==> src/rtl/wb_arbiter.sv <==
// -----------------------------------------------------------------------------
// wb_arbiter
// Write-back arbiter in front of the register file's single write port.
// The in-order pipeline write always wins the port. Long-latency unit results
// are accepted through a valid/ready handshake into a small in-order FIFO.
// The FIFO drains into any cycle the pipeline leaves the port idle.
//
// Optional build macro: WB_R0_FILTER_EN
//   defined   : writes to register 0 are dropped at the input (pipeline slot
//               becomes free for a FIFO drain; long-unit handshake completes
//               but nothing is queued)
//   undefined : register-0 writes pass through unchanged
//
// Ports
//   clk        : clock, all state updates on posedge
//   rst_n      : synchronous reset, active-low
//   p_wen      : pipeline write request this cycle
//   p_waddr    : pipeline destination register
//   p_wdata    : pipeline write data
//   lu_valid   : long-unit result valid
//   lu_ready   : buffer can accept a long-unit result
//   lu_waddr   : long-unit destination register
//   lu_wdata   : long-unit write data
//   RegWrite   : register-file write enable (registered)
//   rc         : register-file write address (registered)
//   dc         : register-file write data (registered)
//   fifo_count : entries currently queued
//   pipe_stall : buffer full; upstream must stall the long unit
// -----------------------------------------------------------------------------
module wb_arbiter #(
    parameter int DW         = 32,
    parameter int AW         = 5,
    parameter int FIFO_DEPTH = 4
) (
    input  logic                          clk,
    input  logic                          rst_n,
    input  logic                          p_wen,
    input  logic [AW-1:0]                 p_waddr,
    input  logic [DW-1:0]                 p_wdata,
    input  logic                          lu_valid,
    output logic                          lu_ready,
    input  logic [AW-1:0]                 lu_waddr,
    input  logic [DW-1:0]                 lu_wdata,
    output logic                          RegWrite,
    output logic [AW-1:0]                 rc,
    output logic [DW-1:0]                 dc,
    output logic [$clog2(FIFO_DEPTH):0]   fifo_count,
    output logic                          pipe_stall
);

    localparam int PW = $clog2(FIFO_DEPTH);
    localparam int CW = PW + 1;

    localparam logic [CW-1:0] CNT_FULL = CW'(FIFO_DEPTH);
    localparam logic [CW-1:0] CNT_ZERO = {CW{1'b0}};
    localparam logic [CW-1:0] CNT_ONE  = CW'(1);
    localparam logic [PW-1:0] PTR_ZERO = {PW{1'b0}};
    localparam logic [PW-1:0] PTR_ONE  = PW'(1);
    localparam logic [AW-1:0] REG_ZERO = {AW{1'b0}};

    // FIFO storage and state
    logic [AW-1:0] mem_addr_r [FIFO_DEPTH];
    logic [DW-1:0] mem_data_r [FIFO_DEPTH];
    logic [PW-1:0] wr_ptr_r;
    logic [PW-1:0] rd_ptr_r;
    logic [CW-1:0] count_r;

    logic [PW-1:0] wr_ptr_nxt_s;
    logic [PW-1:0] rd_ptr_nxt_s;
    logic [CW-1:0] count_nxt_s;

    // Registered write-port outputs
    logic          regwrite_r;
    logic [AW-1:0] rc_r;
    logic [DW-1:0] dc_r;

    logic          ready_s;
    logic          lu_fire_s;
    logic          p_take_s;
    logic          push_s;
    logic          pop_s;

    // Readiness comes only from the registered count, never from lu_valid.
    assign ready_s   = (count_r != CNT_FULL);
    assign lu_fire_s = lu_valid && ready_s;

`ifdef WB_R0_FILTER_EN
    // r0 writes are swallowed: the handshake still completes, nothing queued.
    assign p_take_s = p_wen && (p_waddr != REG_ZERO);
    assign push_s   = lu_fire_s && (lu_waddr != REG_ZERO);
`else
    assign p_take_s = p_wen;
    assign push_s   = lu_fire_s;
`endif

    // A dropped r0 pipeline write leaves the slot free for a drain.
    assign pop_s = !p_take_s && (count_r != CNT_ZERO);

    // Next-state for pointers and occupancy
    always_comb begin
        wr_ptr_nxt_s = wr_ptr_r;
        rd_ptr_nxt_s = rd_ptr_r;
        count_nxt_s  = count_r;
        if (push_s) begin
            wr_ptr_nxt_s = wr_ptr_r + PTR_ONE;
        end else begin
            wr_ptr_nxt_s = wr_ptr_r;
        end
        if (pop_s) begin
            rd_ptr_nxt_s = rd_ptr_r + PTR_ONE;
        end else begin
            rd_ptr_nxt_s = rd_ptr_r;
        end
        case ({push_s, pop_s})
            2'b10:   count_nxt_s = count_r + CNT_ONE;
            2'b01:   count_nxt_s = count_r - CNT_ONE;
            default: count_nxt_s = count_r;
        endcase
    end

    // Pointer and occupancy registers; reset discards all queued entries
    always_ff @(posedge clk) begin
        if (!rst_n) begin
            wr_ptr_r <= PTR_ZERO;
            rd_ptr_r <= PTR_ZERO;
            count_r  <= CNT_ZERO;
        end else begin
            wr_ptr_r <= wr_ptr_nxt_s;
            rd_ptr_r <= rd_ptr_nxt_s;
            count_r  <= count_nxt_s;
        end
    end

    // Entry storage; contents are don't-care until written by an accepted push
    always_ff @(posedge clk) begin
        if (rst_n && push_s) begin
            mem_addr_r[wr_ptr_r] <= lu_waddr;
            mem_data_r[wr_ptr_r] <= lu_wdata;
        end
    end

    // Write-port selection: pipeline first, then FIFO head, else idle (rc/dc hold)
    always_ff @(posedge clk) begin
        if (!rst_n) begin
            regwrite_r <= 1'b0;
            rc_r       <= REG_ZERO;
            dc_r       <= {DW{1'b0}};
        end else if (p_take_s) begin
            regwrite_r <= 1'b1;
            rc_r       <= p_waddr;
            dc_r       <= p_wdata;
        end else if (pop_s) begin
            regwrite_r <= 1'b1;
            rc_r       <= mem_addr_r[rd_ptr_r];
            dc_r       <= mem_data_r[rd_ptr_r];
        end else begin
            regwrite_r <= 1'b0;
        end
    end

    assign RegWrite   = regwrite_r;
    assign rc         = rc_r;
    assign dc         = dc_r;
    assign fifo_count = count_r;
    assign lu_ready   = ready_s;
    assign pipe_stall = (count_r == CNT_FULL);

endmodule
==> config.mk <==
export PLATFORM = sky130hd
export DESIGN_NAME = wb_arbiter
export DESIGN_NICKNAME = d
export VERILOG_FILES = /design/src/rtl/wb_arbiter.sv
export SDC_FILE = /design/constraint.sdc
export NUM_CORES = 1
export LEC_CHECK = 0
export ABC_AREA = 0
export BUFFER_PORTS_ARGS = -buffer_cell sky130_fd_sc_hd__buf_4
export CORE_ASPECT_RATIO = 1.75
export CORE_UTILIZATION = 53
export CTS_BUF_LIST = sky130_fd_sc_hd__clkbuf_8
export CTS_CLUSTER_SIZE = 30
export DETAILED_ROUTE_END_ITERATION = 8
export PLACE_DENSITY = 0.79
export REMOVE_ABC_BUFFERS = 1
export SYNTH_ARGS = -nofsm -noshare
export SYNTH_HDL_FRONTEND = slang
export SYNTH_SLANG_ARGS = --single-unit
==> constraint.sdc <==
create_clock -name clk -period 2.2 [get_ports clk]
set_clock_uncertainty 0.2 [all_clocks]
set_input_delay 0.11 -clock clk [delete_from_list [all_inputs] [get_ports clk]]
set_output_delay 0.11 -clock clk [all_outputs]
set_load 0.01 [all_outputs]
==> run metrics <==
crit path time final 2.30 ns; fin area between 9000 and 10000 um2; IO buf count between 100 and 150; DP Worst Slack -0.238 ns; Worst slew margin 0.723; startpoint types flip-flop; num ports around 120; vias in the first global route between 5000 and 6000; RSZ-0062 raised after global routing true; Final ANT Viol Nets 0; global-route wire length before repair roughly 28000 um; Max Cap Viol 0; Hold WC Path Type in -> reg; hold violation total from the final report 0; Worst path slowest cell or3b_4; die footprint 14600 um2; First-pass DRT Iterations 6; CTS Buf Count 17; final period utilization 1.04; Worst Path Max Fanout 2; critical path class reg -> reg; Final Core Density 0.716; Total Wirelength 18000 um; Nets ~760; antenna violations before repair 2; CP required ~2.4 ns; placed cell areas 8670 um2; GP Congestion approximately 0.73; final worst slack -0.0980 ns; most used cell along the critical path inv_2; Max VDD drop roughly 1100 uV; Remaining Overflow, GRT 0; die height between 150 and 200 um; worst-margin pin slew ~0.41 ns; Cells after DPL 750; post-synth top area cell edfxtp_1; largest net degree at the start of global routing 76; setup TNS -0.0980 ns; Chip Width roughly 92 um; Critical Path End fifo_count[2]; most common cell after layout, fill and taps aside edfxtp_1; Clock transition at path regs around 0.10 ns; detailed placement HPWL between 10000 and 15000 um; FF-to-FF End fifo_count[2]; post-synthesis sequential area ratio 0.720; vias around 5000; Yosys warning count 0; 1st-iter DRT viols approximately 470; critical path arrival 2.47 ns; share of the synthesized area in the top cell type 0.594; LEAKAGE around 3.6 nW; Layout Cells excl Fill slightly below 900; worst-path cell chain or3b_4, inv_4, nor2_4, inv_2, ha_4, inv_2, fa_2, xor2_1, or3_1, a21oi_2; CTS tree built; Reg-to-Reg Start fifo_count[2]; WL/cell 20.7 um; failing checks setup timing; post-synthesis register bit count roughly 200; Fmax 435 MHz; Tot GR Track Use 0.256; share of cells above drive strength 1 0.389; # DRC 0; fill cell total of the finished layout about 870; Max Slew Vio Count 0; final setup violating endpoints 1; clock sinks approximately 200; largest buffer count on any clock path 2; FF-to-FF setup slack -0.1 ns; Mean Syn Cell Area 16.2 um2; Initial Util 0.541; placement row count 57; Synth area leaders edfxtp_1 59%, dfxtp_1 13%, mux2_2 11%; Cells after Synth about 460; max incr delay on CP around 0.41 ns; Mapped Area approximately 7500 um2; root buf cell clkbuf_8; CP endpoint kind flip-flop; Worst-Skew Late Latency 0.45 ns; most frequent cells in the layout 148 x edfxtp_1, 138 x buf_4, 81 x dlygate4sd3_1, 74 x mux2_2, 44 x dfxtp_1; pwr dens 954 nW/um2; worst-case reg-to-reg path depth 10; vias per cell a little under 6; post-synthesis cell type count 26; status complete, but fails checks; area added between synthesis and finish 32.5%; Crit. Startpoint fifo_count[2]; core box area 13800 um2; CTS H-tree lvls 4; HP Start lu_wdata[2]
## critical path, delay by kind of cell, from the launching register on
family                     cells  cell delay (ns)
buffers and inverters          3             0.18
xor gates and xnor gates       1             0.15
DFF                            1             0.36
adders and majority gates      2             0.47
and+or+nand+nor                3             0.76
AOI/OAI and AO/OA              1             0.12
## repair_timing
item                                   4_1_cts  5_1_grt
endpoints found under the hold margin      194        0
hold buffers                                81        0
cloned                                       0        0
resized for setup                            8        6
pin swaps                                    2        1
setup endpoints to repair                    2        2
buffers inserted                             1        0
## cells by family after synthesis
logic type | count (synthesis) | share of synthesized area
buf+inv | 42 | 0.0321
flops | 195 | 0.720
simple gates | 20 | 0.0157
xor+xnor | 2 | 0.00234
fa+ha+maj | 6 | 0.0110
mux | 74 | 0.111
compound gates | 123 | 0.107
## layout make-up
type                            instances  area, um2  share of cell area
Clock inverter                         15        148              0.0149
Inverter                               10       40.0             0.00404
Timing Repair Buffer                  225       1970               0.198
Multi-Input combinational cell        225       1910               0.192
Clock buffer                           17        234              0.0236
Tap cell                              177        221              0.0223
Sequential cell                       195       5390               0.544
Antenna cell                            2       5.00            0.000505
## worst min path at each step
stage / end / slack (ns) / depth (start not counted)
final: mem_data_r[1][2] / 0.20 / 2
after global routing: mem_data_r[0][1] / 0.18 / 2
after CTS: mem_data_r[3][25] / 0.17 / 2
after detailed placement: mem_data_r[3][3] / 0.11 / 1
after global placement: mem_addr_r[3][2] / 0.11 / 1
after floorplan: mem_addr_r[0][0] / 0.009 / 0
## synth_stat cells
library cell and number:
a21oi_1 44, a222oi_1 37, and2_1 1, and3_1 4, buf_2 6, buf_6 10
clkbuf_1 16, dfxtp_1 47, edfxtp_1 148, fa_1 1, ha_1 5, inv_1 10
mux2_2 74, nand3_1 2, nor2_1 5, nor2_2 1, nor2b_1 1, nor3_1 1
o21ai_0 29, o21ai_1 12, o31ai_1 1, or3_1 2, or3b_2 1, or4_1 1
or4_4 1, xor2_1 2
## where the power goes
group	internal, W	leakage [nW]	switching, W
Sequential	0.00437	1.74	0.000211
Combinational	0.00134	1.70	0.00131
Clock	0.000931	0.196	0.00128
Total	0.00665	3.64	0.00281
## routing by layer
metal	share of wire	vias up	GRT usage
met4	0.035	0	0.156
met2	0.56	188	0.459
met5	0	-	0
met3	0.044	37	0.0492
met1	0.36	2517	0.272
li1	-	2272	-
## sequential cells by signal, indices dropped and copies added, names as in the netlist, named ones only
register and cells:
wr_ptr_r 2, fifo_count 3, RegWrite 1, rd_ptr_r 2
mem_data_r 128, mem_addr_r 20, rc 5, dc 32
## metrics by stage
stage,hold slack [ns],total power [W]
final,0.201,0.00945
after global routing,0.184,0.00988
after CTS,0.173,0.00941
after detailed placement,0.113,0.00707
after global placement,0.108,0.00696
after floorplan,0.00887,0.00598
(Power assumes the default switching activity.)
